<file path="config.mk">
export PLATFORM = sky130hd
export DESIGN_NAME = dispatch_buffer
export DESIGN_NICKNAME = d
export VERILOG_FILES = /design/src/rtl/dispatch_buffer_pkg.sv /design/src/rtl/dispatch_buffer.sv
export SDC_FILE = /design/constraint.sdc
export NUM_CORES = 2
export LEC_CHECK = 0
export ABC_CLOCK_PERIOD_IN_PS = 12700
export BUFFER_PORTS_ARGS = -buffer_cell sky130_fd_sc_hd__clkbuf_2
export CORE_MARGIN = 3
export CORE_UTILIZATION = 35
export DETAILED_ROUTE_END_ITERATION = 7
export SLEW_MARGIN = 5
export SYNTH_ARGS = -nofsm -noshare
export SYNTH_HDL_FRONTEND = slang
export SYNTH_SLANG_ARGS = --single-unit
</file>
<file path="constraint.sdc">
create_clock -name clk -period 12.7 [get_ports clk]
set_input_delay 0.635 -clock clk [delete_from_list [all_inputs] [get_ports clk]]
set_output_delay 0.635 -clock clk [all_outputs]
set_load 0.05 [all_outputs]
</file>
<file path="src/rtl/dispatch_buffer_pkg.sv">
// -----------------------------------------------------------------------------
// dispatch_buffer_pkg
// Shared core constants used by the decode/dispatch path.
//   CORE_BUF_DEPTH  : dispatch buffer entries (power of two, >= 4)
//   CORE_INST_WIDTH : instruction word width
//   DISPATCH_WIDTH  : instructions moved per cycle in and out of the buffer
//   IQ_DEPTH        : issue-queue depth downstream of the buffer
// -----------------------------------------------------------------------------
package dispatch_buffer_pkg;

  localparam int CORE_BUF_DEPTH  = 8;
  localparam int CORE_INST_WIDTH = 32;
  localparam int DISPATCH_WIDTH  = 4;
  localparam int IQ_DEPTH        = 7;

endpackage : dispatch_buffer_pkg

</file>
<file path="src/rtl/dispatch_buffer.sv">
// -----------------------------------------------------------------------------
// dispatch_buffer
// Circular FIFO between decode and the issue queue. Accepts a group of up to
// four instructions per cycle and presents up to four of the oldest entries
// per cycle; the group is popped only when the issue queue reports success.
//
// Ports:
//   clk, reset            : clock, synchronous active-high reset
//   in_valid, in_num      : decode group valid and size (legal 1..4)
//   in_inst0..in_inst3    : group slots, slot 0 oldest
//   in_ready              : free space >= in_num (registered count only)
//   flush                 : discard all buffered entries at the next edge
//   din0..din3            : entries offered to the issue queue, din0 oldest
//   write_num, write_en   : number offered (0..4) and write request
//   write_success         : issue queue accepted all write_num entries
//   occupancy             : current entry count
// -----------------------------------------------------------------------------
module dispatch_buffer
  import dispatch_buffer_pkg::*;
#(
  parameter int DEPTH = CORE_BUF_DEPTH,
  parameter int WIDTH = CORE_INST_WIDTH
) (
  input  logic             clk,
  input  logic             reset,
  input  logic             in_valid,
  input  logic [2:0]       in_num,
  input  logic [WIDTH-1:0] in_inst0,
  input  logic [WIDTH-1:0] in_inst1,
  input  logic [WIDTH-1:0] in_inst2,
  input  logic [WIDTH-1:0] in_inst3,
  output logic             in_ready,
  input  logic             flush,
  output logic [WIDTH-1:0] din0,
  output logic [WIDTH-1:0] din1,
  output logic [WIDTH-1:0] din2,
  output logic [WIDTH-1:0] din3,
  output logic [2:0]       write_num,
  output logic             write_en,
  input  logic             write_success,
  output logic [3:0]       occupancy
);

  localparam int PW = $clog2(DEPTH);
  localparam int CW = PW + 1;

  logic [WIDTH-1:0] mem_q [DEPTH];
  logic [WIDTH-1:0] mem_d [DEPTH];
  logic [PW-1:0]    rd_ptr_q, rd_ptr_d;
  logic [PW-1:0]    wr_ptr_q, wr_ptr_d;
  logic [CW-1:0]    count_q, count_d;

  logic [WIDTH-1:0] in_arr  [DISPATCH_WIDTH];
  logic [WIDTH-1:0] din_arr [DISPATCH_WIDTH];
  logic [CW-1:0]    free_cnt;
  logic             num_legal;
  logic             push;
  logic             pop;

  assign in_arr[0] = in_inst0;
  assign in_arr[1] = in_inst1;
  assign in_arr[2] = in_inst2;
  assign in_arr[3] = in_inst3;

  assign din0 = din_arr[0];
  assign din1 = din_arr[1];
  assign din2 = din_arr[2];
  assign din3 = din_arr[3];

  assign occupancy = 4'(count_q);

  // Handshake and read-side presentation, all from registered state so a
  // same-cycle pop never frees space for a same-cycle push.
  always_comb begin
    free_cnt  = CW'(DEPTH) - count_q;
    in_ready  = free_cnt >= CW'(in_num);
    num_legal = (in_num != 3'd0) && (in_num <= 3'd4);
    push      = in_valid & in_ready & num_legal & ~flush;
    write_num = (count_q >= CW'(4)) ? 3'd4 : 3'(count_q);
    write_en  = (count_q != '0) & ~flush;
    pop       = write_en & write_success;
    for (int k = 0; k < DISPATCH_WIDTH; k++) begin
      din_arr[k] = '0;
      if (3'(k) < write_num) begin
        din_arr[k] = mem_q[rd_ptr_q + PW'(k)];
      end
    end
  end

  // Next-state: storage writes for the pushed slots, pointer/count updates.
  // Flush wins over any same-cycle push or pop.
  always_comb begin
    mem_d    = mem_q;
    rd_ptr_d = rd_ptr_q;
    wr_ptr_d = wr_ptr_q;
    count_d  = count_q;
    if (push) begin
      for (int k = 0; k < DISPATCH_WIDTH; k++) begin
        if (3'(k) < in_num) begin
          mem_d[wr_ptr_q + PW'(k)] = in_arr[k];
        end
      end
    end
    if (flush) begin
      rd_ptr_d = '0;
      wr_ptr_d = '0;
      count_d  = '0;
    end else begin
      if (push) begin
        wr_ptr_d = wr_ptr_q + PW'(in_num);
      end
      if (pop) begin
        rd_ptr_d = rd_ptr_q + PW'(write_num);
      end
      count_d = count_q + (push ? CW'(in_num) : '0) - (pop ? CW'(write_num) : '0);
    end
  end

  // Control state; reset overrides flush, push and pop.
  always_ff @(posedge clk) begin
    if (reset) begin
      rd_ptr_q <= '0;
      wr_ptr_q <= '0;
      count_q  <= '0;
    end else begin
      rd_ptr_q <= rd_ptr_d;
      wr_ptr_q <= wr_ptr_d;
      count_q  <= count_d;
    end
  end

  // Storage is never cleared; stale words are masked by count.
  always_ff @(posedge clk) begin
    mem_q <= mem_d;
  end

endmodule : dispatch_buffer

</file>
# Word-level counts from Yosys, hierarchy flattened
# Index checks and enable logic that the tools add are counted.
[totals]
elab_cells = 105
register_bits = 266
output_inout_bits = 137
in_bits = 136
[op_classes]
n_addsub = 11
mux = 38
reduce_logical = 8
n_bitwise = 14
n_lt_le_gt_ge = 23
[ops]
columns = ["cell", "n"]
rows = [
  ["2-to-1 mux 256 bit", 7],
  ["bitwise mux 256 bit", 4],
  ["2-to-1 mux 32 bit", 16],
  ["binary-select mux 32 bit (select 3 bit)", 4],
  ["demux 32 bit (select 3 bit)", 4],
  [">= comparator 4 bit (second input constant)", 8],
  ["inverter 3 -> 4 bit", 8],
  ["less-than comparator 4 x 1 -> 1 bit (second input constant)", 4],
  ["adder 3 x 2 -> 3 bit (second input constant)", 4],
  ["less-than comparator 1 x 3 -> 1 bit (first input constant)", 4],
  ["less-than comparator 2 x 3 -> 1 bit (first input constant)", 4],
  ["2-to-1 mux 3 bit", 3],
  ["adder 3 x 1 -> 3 bit (second input constant)", 2],
  ["adder 3 bit", 2],
  ["AND 1 bit", 5],
  ["logical AND 1 bit", 5],
  ["adder 4 x 3 -> 4 bit", 1],
  [">= comparator 4 x 3 -> 1 bit", 1],
  [">= comparator 4 x 3 -> 1 bit (second input constant)", 1],
  ["nonzero test 4 bit", 1],
  ["subtractor 4 x 3 -> 4 bit", 1],
  ["subtractor 4 bit (first input constant)", 1],
  ["less-or-equal comparator 3 bit (second input constant)", 1],
  ["nonzero test 3 bit", 1],
  ["other kinds (2)", 2],
]

# Logic depth before layout (Yosys ltp)
[depth]
ltp_word = 16
ltp_mapped = 15
mapped_depth_nobuf = 15

# Least setup slack after synthesis
# Ideal clock, no wire load.
[synth_timing]
kind = "register -> register"
from = "register count_q[0], in the netlist occupancy[0]"
to = "register count_q[3], in the netlist occupancy[3]"
setup_time_ps = 117
synth_period_minus_slack_ps = 10959
path_stages_with_launch = 16
required_ps = 12583
path_buffers = 0
arrival_time_ps = 10842
path_slack_ps = 1741
cell_sequence = "dfxtp_1 -> inv_1 -> ha_1 -> xnor2_1 -> ha_1 -> o21a_1 -> a21oi_1 -> a21oi_2 -> nand2_1 -> fa_1 -> inv_1 -> ha_1 -> a21o_1 -> a21oi_1 -> xnor2_1 -> nor2_1"
[synth_between]
elab_chain_cells = 8
elab_cells_between_ends = 14
cone_classes = "add/sub: 3; order compare: 2; mux: 3; bitwise: 5; reduce/logical: 1"
[synth_lines]
columns = ["element", "line_no", "rtl"]
rows = [
  ["start, declared", "dispatch_buffer.sv:51", "logic [CW-1:0] count_q, count_d;"],
  ["start signal, assigned", "dispatch_buffer.sv:128", "count_q <= count_d;"],
  ["subtractor 4 bit", "dispatch_buffer.sv:75", "free_cnt = CW'(DEPTH) - count_q;"],
  [">= comparator 4 x 3 -> 1 bit", "dispatch_buffer.sv:76", "in_ready = free_cnt >= CW'(in_num);"],
  ["AND 1 bit (3 in series)", "dispatch_buffer.sv:78", "push = in_valid & in_ready & num_legal & ~flush;"],
  ["2-to-1 mux 3 bit", "dispatch_buffer.sv:115", "count_d = count_q + (push ? CW'(in_num) : '0) - (pop ? CW'(write_num) : '0);"],
  ["adder 4 x 3 -> 4 bit", "dispatch_buffer.sv:115", ""],
  ["subtractor 4 x 3 -> 4 bit *", "dispatch_buffer.sv:115", ""],
]
# Every way passes the cells marked *; elsewhere a longest branch is shown, timed or not.
# A chain may end at the register's enable or synchronous reset.

# Worst setup path after layout
[layout_timing]
from = "register rd_ptr_q[0]"
to = "output din0[10]"
[layout_between]
elab_chain_cells = 5
[layout_lines]
columns = ["element", "line_no", "rtl"]
rows = [
  ["start, declared", "dispatch_buffer.sv:49", "logic [PW-1:0] rd_ptr_q, rd_ptr_d;"],
  ["start signal, assigned", "dispatch_buffer.sv:126", "rd_ptr_q <= rd_ptr_d;"],
  ["inverter 3 -> 4 bit (not written as such)", "dispatch_buffer.sv:85", "din_arr[k] = mem_q[rd_ptr_q + PW'(k)];"],
  ["binary-select mux 32 bit (select 3 bit)", "dispatch_buffer.sv:85", ""],
  ["2-to-1 mux 32 bit (not written as such) (2 in series)", "dispatch_buffer.sv:85", ""],
  ["2-to-1 mux 32 bit", "dispatch_buffer.sv:84", "if (3'(k) < write_num) begin"],
  ["end, declared", "dispatch_buffer.sv:34", "output logic [WIDTH-1:0] din0,"],
]
# No other way between the ends. The select of a mux whose other input is x is not followed.

==> impl_metrics.csv <==
group,metric,value,unit
synthesis,ys_seq_elements,266,
synthesis,yosysWarnings,0,
run,drv_cap,0,
run_status,status,"complete, but fails checks",
setup_path,crit_chain,"buf_4 > buf_4 > mux2i_1 > nand2_1 > o311ai_0 > a21oi_1 > clkbuf_2",
clock_network,cts_tree,"yes",
die,initial_core_util,0.354,
synthesis,synth.distinct_cells,55,
setup_path,max_stage_delay,1.03,ns
placement,gp_congestion,0.920,
synthesis,syn_avg_cell_area,10.4,µm²
finish,final_nets,2645,
clock_network,htreeDepth,2,
synthesis,ys_async_sr_fraction,0,
routing,vias,26848,
timing,fin_ws,7.60,ns
die,ios,273,
clock_network,cts-resized-gates,0,
clock_network,root_buffer,"clkbuf_16",
global_route,antenna_found_initial,11,
die,fp.dieH,278,µm
timing,slew_headroom,0.155,
power,power.leakage,9.19,nW
clock_network,clkSinkCount,266,
timing,worstMarginPinSlew,1.27,ns
die,die_area,0.0771,mm²
timing,slew_viol_final,0,
clock_network,post-cts-setup-buffers,0,
setup_path,path_depth,7,
run_status,violations,"DRC",
routing,antenna_left,0,
clock_network,cts_buffers,37,
setup_path,cp-start-kind,"flip-flop",
placement,pre_cts_ws,8.04,ns
hold_path,hold_path.class,"primary input to flip-flop",
setup_path,ff2ff_setup_slack,7.85,ns
timing,rsz0062_at_grt,"false",
setup_path,cp_data_arrival_time,4.46,ns
setup_path,rr_startpoint,"wr_ptr_q[0]",
power,p_per_area,103,mW/mm²
finish,utilization,0.390,
die,die_w,278,µm
synthesis,synthTopCellsByCount,"nor2_1, a22oi_1, edfxtp_1, o31ai_1, mux4_2",
placement,io_buffers,272,
setup_path,slowest_stage,"buf_4",
setup_path,r2r-end,"mem_q[27]",
finish,drive_gt1_frac,0.300,
clock_network,clk_pin_slew,0.06,ns
global_route,gr-total-overflow,0,
setup_path,startpoint,"rd_ptr_q[0]",
timing,fin_crit_sh,0.401,
finish,multi_input_area,0.0163,mm²
finish,final-seq-area,0.00790,mm²
setup_path,endpoint,"din0[10]",
placement,place_hpwl,78200,µm
synthesis,synth-edff-count,256,
setup_path,path_max_fanout,68,
clock_network,clk-insertion-delay-late,0.58,ns
setup_path,cp.required,12.06,ns
die,fp-row-count,99,
setup_path,cp_top_family,"buffers and inverters",
setup_path,rr_worst_depth,6,
clock_network,postCtsHoldBufs,0,
synthesis,synth_most_common_cell,"nor2_1",
global_route,grt_max_degree,75,
synthesis,yosys.area.top_type_share,0.297,
die,core_area,0.0731,mm²
clock_network,cts_max_path_buffers,3,
setup_path,cpMostUsedCell,"buf_4",
routing,drt_drc_violations_left,1,
timing,finalSetupViolations,0,
setup_path,critPathCaptureType,"output pin",
routing,dr.pass1.iters,8,
routing,routed_wl,134000,µm
setup_path,critPathBufInv,3,
synthesis,synth_ff_type,"edfxtp_1",
finish,fin_area,0.0285,mm²
finish,syn_to_final_growth,10.4,%
global_route,grt_pass1_vias,26631,
timing,hold_violations,0,
routing,viasPerCell,7.71,
routing,drt_iter0_markers,5041,
power,peakVddDrop,0.0743,mV
synthesis,synth_top_area_cell,"edfxtp_1",
placement,placed_area,0.0274,mm²
timing,fin_skew,0.0296,ns
synthesis,ys_seq_area_frac,0.305,
synthesis,synthTopCellsByArea,"edfxtp_1, mux4_2, a22oi_1, o31ai_1, a221oi_2",
setup_path,crit_type,"flip-flop to output pin",
routing,wl_per_cell,38.4,µm
global_route,grt_pass1_wl,188000,µm
timing,final.min_clock_period,5.10,ns
synthesis,synthCells,2492,
timing,tns,0,ns
synthesis,synthesis.nets,2647,
global_route,gr-usage-all-layers,0.332,
timing,fmax,196,MHz
finish,fillCellCount,7109,
synthesis,synthesis.area,0.0258,mm²
-- final cells by class --
type,count,area share
diodes,7,0.000614
clock buffers,48,0.0339
clock inverters,19,0.00425
inverters,18,0.00263
multi-input cells,1818,0.572
flip-flops and latches,266,0.277
well taps,959,0.0420
repair buffers,349,0.0680
-- through the flow --
stage | instances | total power, mW | hold slack [ns]
3_5_place_dp | 3410 | 1.92 | 0.497
6_report | 3484 | 2.94 | 0.415
2_1_floorplan | 2492 | 1.66 | 0.596
5_1_grt | 3480 | 2.99 | 0.439
4_1_cts | 3477 | 2.91 | 0.419
3_3_place_gp | 3410 | 1.91 | 0.485
-- state kept, by name, summed over array words and instances, names as in the netlist --
signal and count:
rd_ptr_q 3, mem_q 256, wr_ptr_q 3, occupancy 4
-- kinds of logic (layout without fill, tap and decap cells) --
| kind of cell | after synthesis | after routing | synth area share |
|---|---|---|---|
| other | 0 | 7 | 0 |
| AO/OA/AOI/OAI | 919 | 919 | 0.309 |
| XOR/XNOR | 12 | 12 | 0.00625 |
| adder cells (fa/ha/maj) | 19 | 19 | 0.0107 |
| buffers and inverters | 408 | 434 | 0.0723 |
| multiplexers | 256 | 256 | 0.184 |
| flip-flops | 266 | 266 | 0.305 |
| AND/OR/NAND/NOR | 612 | 612 | 0.112 |
-- tightest hold or removal path: cells and delay by family --
kind / cells / cell delay, ns
buffers and inverters: 1 / 0.12
multiplexers: 1 / 0.06
AND/OR/NAND/NOR: 1 / 0.11
-- routing by layer --
metal  vias to the layer above  share of wire  track usage
met5                         -        0.00049            0
li1                      10196              -            -
met2                      2933           0.42        0.490
met3                       695           0.17        0.147
met4                        10          0.072        0.202
met1                     13014           0.33        0.396
-- how the worst min path moves through the flow --
stage,start,to,slack [ns],cells past startpoint
finish,reset,wr_ptr_q[1],0.41,3
global route,reset,wr_ptr_q[2],0.44,3
CTS,reset,wr_ptr_q[1],0.42,3
detailed placement,wr_ptr_q[1],wr_ptr_q[1],0.50,2
global placement,wr_ptr_q[1],wr_ptr_q[1],0.48,2
floorplan,rd_ptr_q[0],rd_ptr_q[0],0.60,3
-- report_power, final --
group | leakage [nW] | internal [mW] | switching (mW)
logic | 6.22 | 0.242 | 0.611
registers | 2.44 | 1.03 | 0.0503
clock network | 0.535 | 0.558 | 0.450
total | 9.19 | 1.83 | 1.11
-- layout by cell type, fill, tap and decap left out, drive strengths merged, types with 4 or more instances in the layout --
cell type,netlist,layout
inv,18,20
mux4,175,175
dfxtp,10,10
clkbuf,139,320
edfxtp,256,256
nand3,13,13
and3,39,39
and2,119,119
nand2,83,83
a22o,64,64
a21oi,41,41
a221oi,256,256
clkinv,0,15
mux2i,81,81
diode,0,7
fa,5,5
or3,4,4
xnor2,7,7
xor2,5,5
nor2,299,299
nor2b,19,19
o31ai,256,256
nor3,19,19
o311ai,34,34
ha,14,14
or2,9,9
a22oi,256,256
buf,251,77
Power figures use the tool's default switching activity.
